--- src/rtl/regfile_dump_if.sv ---
// Valid/ready stream carrying one register value and its address per word.
// The master drives the word and the slave answers with ready.
interface regfile_dump_if #(
   parameter int DATA_W = 16,
   parameter int ADDR_W = 4
);
   logic              valid;
   logic              ready;
   logic [DATA_W-1:0] data;
   logic [ADDR_W-1:0] addr;
   logic              last;

   modport master (output valid, output data, output addr, output last, input ready);
   modport slave  (input valid, input data, input addr, input last, output ready);
endinterface

--- src/rtl/regfile_dump.sv ---
// Streams a wrap-around register-file address range out as tagged words.
// It also keeps a running 16-bit checksum of every word it emits.
module regfile_dump #(
   parameter int DATA_W = 16,
   parameter int ADDR_W = 4
) (
   input  logic              clk,
   input  logic              rst,
   input  logic              start_i,
   input  logic [ADDR_W-1:0] first_addr_i,
   input  logic [ADDR_W-1:0] last_addr_i,
   output logic [ADDR_W-1:0] rf_raddr_o,
   input  logic [DATA_W-1:0] rf_rdata_i,
   regfile_dump_if.master    out_if,
   output logic              busy_o,
   output logic              done_o,
   output logic [DATA_W-1:0] checksum_o
);

   typedef enum logic [1:0] {
      S_IDLE,
      S_LOAD,
      S_SEND,
      S_DONE
   } state_e;

   state_e            state_q, state_d;
   logic [ADDR_W-1:0] ptr_q, ptr_d;
   logic [ADDR_W-1:0] end_q, end_d;
   logic [DATA_W-1:0] data_q, data_d;
   logic [ADDR_W-1:0] addr_q, addr_d;
   logic              last_q, last_d;
   logic              valid_q, valid_d;
   logic [DATA_W-1:0] sum_q, sum_d;

   always_comb begin
      // NOTE: every _d starts as its _q so no branch can leave one unassigned and infer a latch.
      state_d = state_q;
      ptr_d   = ptr_q;
      end_d   = end_q;
      data_d  = data_q;
      addr_d  = addr_q;
      last_d  = last_q;
      valid_d = valid_q;
      sum_d   = sum_q;

      unique case (state_q)
         S_IDLE: begin
            if (start_i) begin
               ptr_d   = first_addr_i;
               end_d   = last_addr_i;
               sum_d   = '0;
               state_d = S_LOAD;
            end
         end
         S_LOAD: begin
            // The word is a snapshot of the register taken at this edge.
            data_d  = rf_rdata_i;
            addr_d  = ptr_q;
            last_d  = (ptr_q == end_q);
            sum_d   = sum_q + rf_rdata_i;
            valid_d = 1'b1;
            state_d = S_SEND;
         end
         S_SEND: begin
            if (out_if.ready) begin
               valid_d = 1'b0;
               if (last_q) begin
                  state_d = S_DONE;
               end else begin
                  ptr_d   = ptr_q + 1'b1;
                  state_d = S_LOAD;
               end
            end
         end
         S_DONE: begin
            state_d = S_IDLE;
         end
         default: begin
            state_d = S_IDLE;
         end
      endcase
   end

   always_ff @(posedge clk or posedge rst) begin
      if (rst) begin
         state_q <= S_IDLE;
         ptr_q   <= '0;
         end_q   <= '0;
         data_q  <= '0;
         addr_q  <= '0;
         last_q  <= 1'b0;
         valid_q <= 1'b0;
         sum_q   <= '0;
      end else begin
         // NOTE: non-blocking so every register updates from pre-edge values.
         state_q <= state_d;
         ptr_q   <= ptr_d;
         end_q   <= end_d;
         data_q  <= data_d;
         addr_q  <= addr_d;
         last_q  <= last_d;
         valid_q <= valid_d;
         sum_q   <= sum_d;
      end
   end

   assign rf_raddr_o   = ptr_q;
   assign out_if.valid = valid_q;
   assign out_if.data  = data_q;
   assign out_if.addr  = addr_q;
   assign out_if.last  = last_q;
   assign busy_o       = (state_q != S_IDLE);
   assign done_o       = (state_q == S_DONE);
   assign checksum_o   = sum_q;

endmodule

--- src/flat_wrapper.sv ---
// flat-port wrapper written by rule: the top's interface ports become plain ports
module regfile_dump_flat 
#(
   parameter int DATA_W = 16,
   parameter int ADDR_W = 4
)
  (clk, rst, start_i, first_addr_i, last_addr_i, rf_raddr_o, rf_rdata_i, busy_o, done_o, checksum_o, out_if_valid, out_if_data, out_if_addr, out_if_last, out_if_ready);
  regfile_dump_if #(.DATA_W(DATA_W), .ADDR_W(ADDR_W)) out_if_i ();
  input  logic clk;
  input  logic rst;
  input  logic start_i;
  input  logic [ADDR_W-1:0] first_addr_i;
  input  logic [ADDR_W-1:0] last_addr_i;
  output logic [ADDR_W-1:0] rf_raddr_o;
  input  logic [DATA_W-1:0] rf_rdata_i;
  output logic busy_o;
  output logic done_o;
  output logic [DATA_W-1:0] checksum_o;
  output wire logic [$bits(out_if_i.valid)-1:0] out_if_valid;
  output wire logic [$bits(out_if_i.data)-1:0] out_if_data;
  output wire logic [$bits(out_if_i.addr)-1:0] out_if_addr;
  output wire logic [$bits(out_if_i.last)-1:0] out_if_last;
  input wire logic [$bits(out_if_i.ready)-1:0] out_if_ready;
  assign out_if_valid = out_if_i.valid;
  assign out_if_data = out_if_i.data;
  assign out_if_addr = out_if_i.addr;
  assign out_if_last = out_if_i.last;
  assign out_if_i.ready = out_if_ready;
  regfile_dump #(.DATA_W(DATA_W), .ADDR_W(ADDR_W)) u_core (.clk(clk), .rst(rst), .start_i(start_i), .first_addr_i(first_addr_i), .last_addr_i(last_addr_i), .rf_raddr_o(rf_raddr_o), .rf_rdata_i(rf_rdata_i), .out_if(out_if_i), .busy_o(busy_o), .done_o(done_o), .checksum_o(checksum_o));
endmodule
--- config.mk ---
export PLATFORM = sky130hd
export DESIGN_NAME = regfile_dump_flat
export DESIGN_NICKNAME = d
export VERILOG_FILES = /design/src/rtl/regfile_dump_if.sv /design/src/rtl/regfile_dump.sv /design/src/flat_wrapper.sv
export SDC_FILE = /design/constraint.sdc
export NUM_CORES = 1
export LEC_CHECK = 0
export ABC_AREA = 1
export BUFFER_PORTS_ARGS = -buffer_cell sky130_fd_sc_hd__buf_2
export CAP_MARGIN = 20
export CORE_MARGIN = 4
export CORE_UTILIZATION = 52
export DETAILED_ROUTE_END_ITERATION = 10
export MAX_ROUTING_LAYER = met4
export PLACE_DENSITY = 0.85
export SKIP_LAST_GASP = 1
export SYNTH_ARGS = -nofsm -noshare
export SYNTH_HDL_FRONTEND = slang
export SYNTH_SLANG_ARGS = --single-unit
--- constraint.sdc ---
create_clock -name clk -period 2.3 [get_ports clk]
set_clock_uncertainty 0.05 [all_clocks]
set_input_delay 0.23 -clock clk [delete_from_list [all_inputs] [get_ports clk]]
set_output_delay 0.23 -clock clk [all_outputs]
set_load 0.01 [all_outputs]
# [After elaboration in Yosys (flattened, before gate mapping)]
# Index checks and enable logic that the tools add are counted.
[op_classes] addsub=2 eq_ne=7 mux=12 n_reduce_logical=10
[ops] op="$pmux W16 S2" n=1
[ops] op="$add A16 B16 Y16" n=1
[ops] op="$mux W16" n=1
[ops] op="$mux W4" n=3
[ops] op="$pmux W2 S4" n=1
[ops] op="$pmux W4 S2" n=1
[ops] op="$reduce_and A2 Y1" n=4
[ops] op="$reduce_bool A2 Y1" n=4
[ops] op="$mux W2" n=3
[ops] op="$ne A2 B2 Y1 const B" n=3
[ops] op="$add A4 B1 Y4 const B" n=1
[ops] op="$eq A2 B2 Y1 const B" n=2
[ops] op="$eq A4 B4 Y1" n=1
[ops] op="$reduce_and A4 Y1" n=1
[ops] op="$eq A2 B1 Y1 const B" n=1
[ops] op="$logic_not A2 Y1" n=1
[ops] op="$pmux W1 S2" n=1
[ops] op="$mux W1" n=1
[word_totals] register_bits=48 inputBits=28 output_inout_bits=44 wordCells=39

# [Logic depth before layout (Yosys ltp)]
[logic_depth] word_depth=4 mapped_depth=11 mapped_depth_nobuf=11

# [Worst setup path before layout]
# Ideal clock, no wire load.
[synth_timing] kind="reg2reg" startpoint="reg u_core.sum_q[0], in the netlist u_core.checksum_o[0]" endpoint="reg u_core.sum_q[12], in the netlist u_core.checksum_o[12]" arrival_time_ns=1.533 t_required_ns=2.133 slack_ns=0.599 stages_incl_launch_ff=12 n_path_buf=0 cell_sequence="dfrtp_1 -> ha_1 -> inv_1 -> fa_1 -> inv_1 -> nand3_1 -> nand3_1 -> nand3_1 -> nand3_1 -> nand2_1 -> nand3_1 -> nand2_1"
[synth_between] elab_chain_cells=2
[synth_lines] item="start, declared" line_no="regfile_dump.sv:34" source="logic [DATA_W-1:0] sum_q, sum_d;"
[synth_lines] item="start signal, assigned" line_no="regfile_dump.sv:104" source="sum_q <= sum_d;"
[synth_lines] item="$add A16 B16 Y16" line_no="regfile_dump.sv:61" source="sum_d = sum_q + rf_rdata_i;"
[synth_lines] item="$pmux W16 S2" line_no="regfile_dump.sv:47" source="unique case (state_q)"
# Every way passes these cells.
# A chain may end at the register's enable or synchronous reset.

# [Worst setup path after layout]
# Same ends and word-level chain as after synthesis.

==> summary.md <==
| Metric | Value |
|---|---|
| Comb power frac | `between 50% and 60%` |
| CP max FO | `4` |
| CP Launch Type | `flip-flop` |
| All-Layer GR Usage | `between 20 and 25%` |
| IO Port Bufs | `between 70 and 80` |
| Share of cells above drive strength 1 | `about a fifth` |
| Max-cap violation count | `0` |
| CP required | `~2.4 ns` |
| Num Clock Sinks | `48` |
| RSZ-0062 raised after global routing | `false` |
| Cts hold-fix bufs | `0` |
| TritonRoute pass-1 iters | `4` |
| Fmax | `519 MHz` |
| Hold Vio Cnt, Final | `0` |
| CTS tree | `built` |
| Max VDD drop | `roughly 0.00075 V` |
| Ys Warns | `0` |
| Number of global-route vias before repair | `2,598` |
| Initial core utilization | `54.8%` |
| Cells after Synth | `396` |
| Layout net count | `around 500` |
| Syn_area_per_cell | `7.24 µm²` |
| Fin crit share | `roughly 84%` |
| Chip width | `approximately 80 µm` |
| Mapped Area | `0.00287 mm²` |
| Num CTS Buffers | `5` |
| First-pass GRT wire length | `around 11 mm` |
| Core box area | `around 0.0052 mm²` |
| Reg clk slew, reported paths | `0.09 ns` |
| Yosys cell types | `33` |
| Clock Latency Late Sink | `approximately 0.3 ns` |
| Fill cells | `~460` |
| Post-DP HPWL | `5.07 mm` |
| Commonest non-fill, non-tap cell in the layout | `nand2_1` |
| CP endpoint kind | `flip-flop` |
| Vias | `about 2,800` |
| Die height | `82.3 µm` |
| Crit path kind | `flip-flop to flip-flop` |
| Final worst path period need | `between 1.5 and 2 ns` |
| Cell count after placement | `around 530` |
| Die area | `between 0.006 and 0.007 mm²` |
| Worst path arrival time | `about 2.1 ns` |
| Net switching power | `between 2 and 2.5 mW` |
| Post-CTS sizing | `0` |
| Antenna Cells | `0` |
| Setup WS post-layout | `about 0.37 ns` |
| Routability cong. | `between 0.8 and 0.9` |
| Net Count, Synth | `441` |
| Remaining antenna violation count after routing | `0` |
| Final std cells w/o fill | `541` |
| Commonest non-fill, non-tap cells in the layout | `166 x nand2_1, 71 x buf_2, 52 x inv_1` |
| Congestion Overflow GR | `0` |
| Pin count of the biggest net entering global routing | `49` |
| Slew Viols, Final | `0` |
| Detailed-route wire length | `about 7 mm` |
| Setup repair bufs after CTS | `0` |
| H-tree depth | `2` |
| Status | `completed` |
| Vias per std cell | `5.15` |
| Flop pwr share | `between 30% and 40%` |
| Area grow syn2layout | `20.1%` |
| Fin Setup TNS | `0 ns` |
| Dpl ws | `0.460 ns` |
| Internal power | `2.71 mW` |
| Routed WL per cell | `between 10 and 15 µm` |
| Switch share | `between 40% and 50%` |
| Clk root buf | `clkbuf_8` |
| FP Rows | `26` |
| Worst slew pin tran | `just under 0.6 ns` |
| Slew HR | `roughly three fifths` |
| Clk pwr share | `around 17%` |
| Total Power | `4.86 mW` |
| P per Cell Area | `around 1400 mW/mm²` |
| Worst hold path type | `primary input to asynchronous set/reset pin` |
| Setup Viol. Count Final | `0` |
| I/O pins | `just over 70` |
| Drt drc | `0` |
| Initial antenna violation count | `0` |
| Synth Register Bits | `48` |
| Leakage | `about 2.1 nW` |
| Seq/Total Area, Yosys | `approximately two fifths` |
| 1st-iter DRT viols | `between 200 and 250` |
| CTS Buffer Depth | `2` |
critical path, stage by stage (launching register included):
cell	delay [ns]
dfrtp_1	0.39
ha_1	0.18
inv_1	0.06
fa_1	0.40
inv_1	0.13
nand3_1	0.08
nand3_1	0.15
nand3_1	0.12
nand3_1	0.09
nand2_1	0.05
nand3_1	0.06
nand2_1	0.05
through the flow:
step / hold WS, ns / area (µm²) / util, %
finish: 0.0219 / 3440 / 65.8
global placement: 0.370 / 3290 / 62.7
global route: 0.0746 / 3440 / 65.8
detailed placement: 0.382 / 3290 / 62.7
floorplan: 0.290 / 2870 / -
CTS: 0.0510 / 3440 / 65.8
synth_stat cells:
cell type,number,area (µm²)
nand2_1,166,623
o21ai_1,2,10.0
o21ai_0,16,80.1
a31oi_1,2,12.5
nand2_2,3,18.8
and2_1,1,6.26
nand3b_1,2,15.0
nand4_1,1,6.26
a32o_1,1,10.0
or2_2,1,6.26
or2_1,1,6.26
nor2_2,1,6.26
o22ai_1,3,18.8
xor2_1,2,17.5
a22o_1,1,8.76
nand3_1,22,110
nor2_4,2,22.5
xnor2_1,2,17.5
nor3_1,3,15.0
a211oi_1,1,7.51
o21ai_2,1,8.76
buf_6,2,22.5
nor2_1,16,60.1
o211ai_1,1,7.51
ha_1,16,200
fa_1,1,20.0
mux2_2,1,11.3
inv_1,53,199
buf_2,5,25.0
a21oi_1,12,60.1
nand2_4,1,11.3
inv_2,6,22.5
dfrtp_1,48,1200
power by group through the flow:
stage | Clock [mW] | Sequential [mW] | Combinational [mW]
finish | 0.835 | 1.51 | 2.51
global route | 0.876 | 1.57 | 2.85
CTS | 0.845 | 1.51 | 2.52
detailed placement | 0 | 1.53 | 2.48
global placement | 0 | 1.50 | 2.39
floorplan | 0 | 1.65 | 1.60
path summary, 6_finish.rpt:
path	from	depth (start not counted)	endpoint	slack [ns]
worst min register to register	u_core.out_if.data[12]	2	u_core.out_if.data[12]	0.43
max in group asynchronous	rst	3	u_core.out_if.data[8]	1.78
min in group clk	rf_rdata_i[13]	3	u_core.out_if.data[13]	0.08
worst max-delay path	u_core.checksum_o[0]	11	u_core.checksum_o[12]	0.37
worst min-delay path	rst	3	u_core.out_if.data[11]	0.02
worst max register to register	u_core.checksum_o[0]	11	u_core.checksum_o[12]	0.37
metal layers:
layer  vias to the layer above  global-route usage [%]  share of wire [%]
li1                       1381                       -                  -
met1                      1307                    26.1                 42
met2                        85                    40.3                 52
met3                        11                    4.23                5.1
met4                         0                    6.15                1.4
met5                         -                       -                  0
logic make-up (layout without fill, tap and decap cells):
| group | after synthesis | count (layout) | synth area share (%) |
|---|---|---|---|
| adder cells (fa/ha/maj) | 17 | 17 | 7.68 |
| XOR/XNOR | 4 | 4 | 1.22 |
| buffers and inverters | 66 | 141 | 9.38 |
| flip-flops | 48 | 48 | 41.9 |
| AND/OR/NAND/NOR | 220 | 220 | 31.6 |
| multiplexers | 1 | 1 | 0.393 |
| AO/OA/AOI/OAI | 40 | 40 | 7.81 |
registers in the layout, indices dropped and copies added (netlist names):
register             cells
u_core.rf_raddr_o        4
u_core.out_if.data      16
u_core.end_q             4
u_core.out_if.addr       4
u_core.checksum_o       16
u_core.out_if.last       1
u_core.out_if.valid      1
u_core.state_q           2
layout make-up:
| type | instances | area (µm²) | share of cell area, % |
|---|---|---|---|
| clock buffer | 5 | 68.8 | 2.00 |
| clock inverter | 3 | 90.1 | 2.62 |
| inverter | 59 | 221 | 6.43 |
| multi-input combinational | 282 | 1400 | 40.6 |
| sequential | 48 | 1200 | 34.9 |
| tap | 70 | 87.6 | 2.54 |
| timing repair buffer | 74 | 378 | 11.0 |
(Power assumes the default switching activity.)
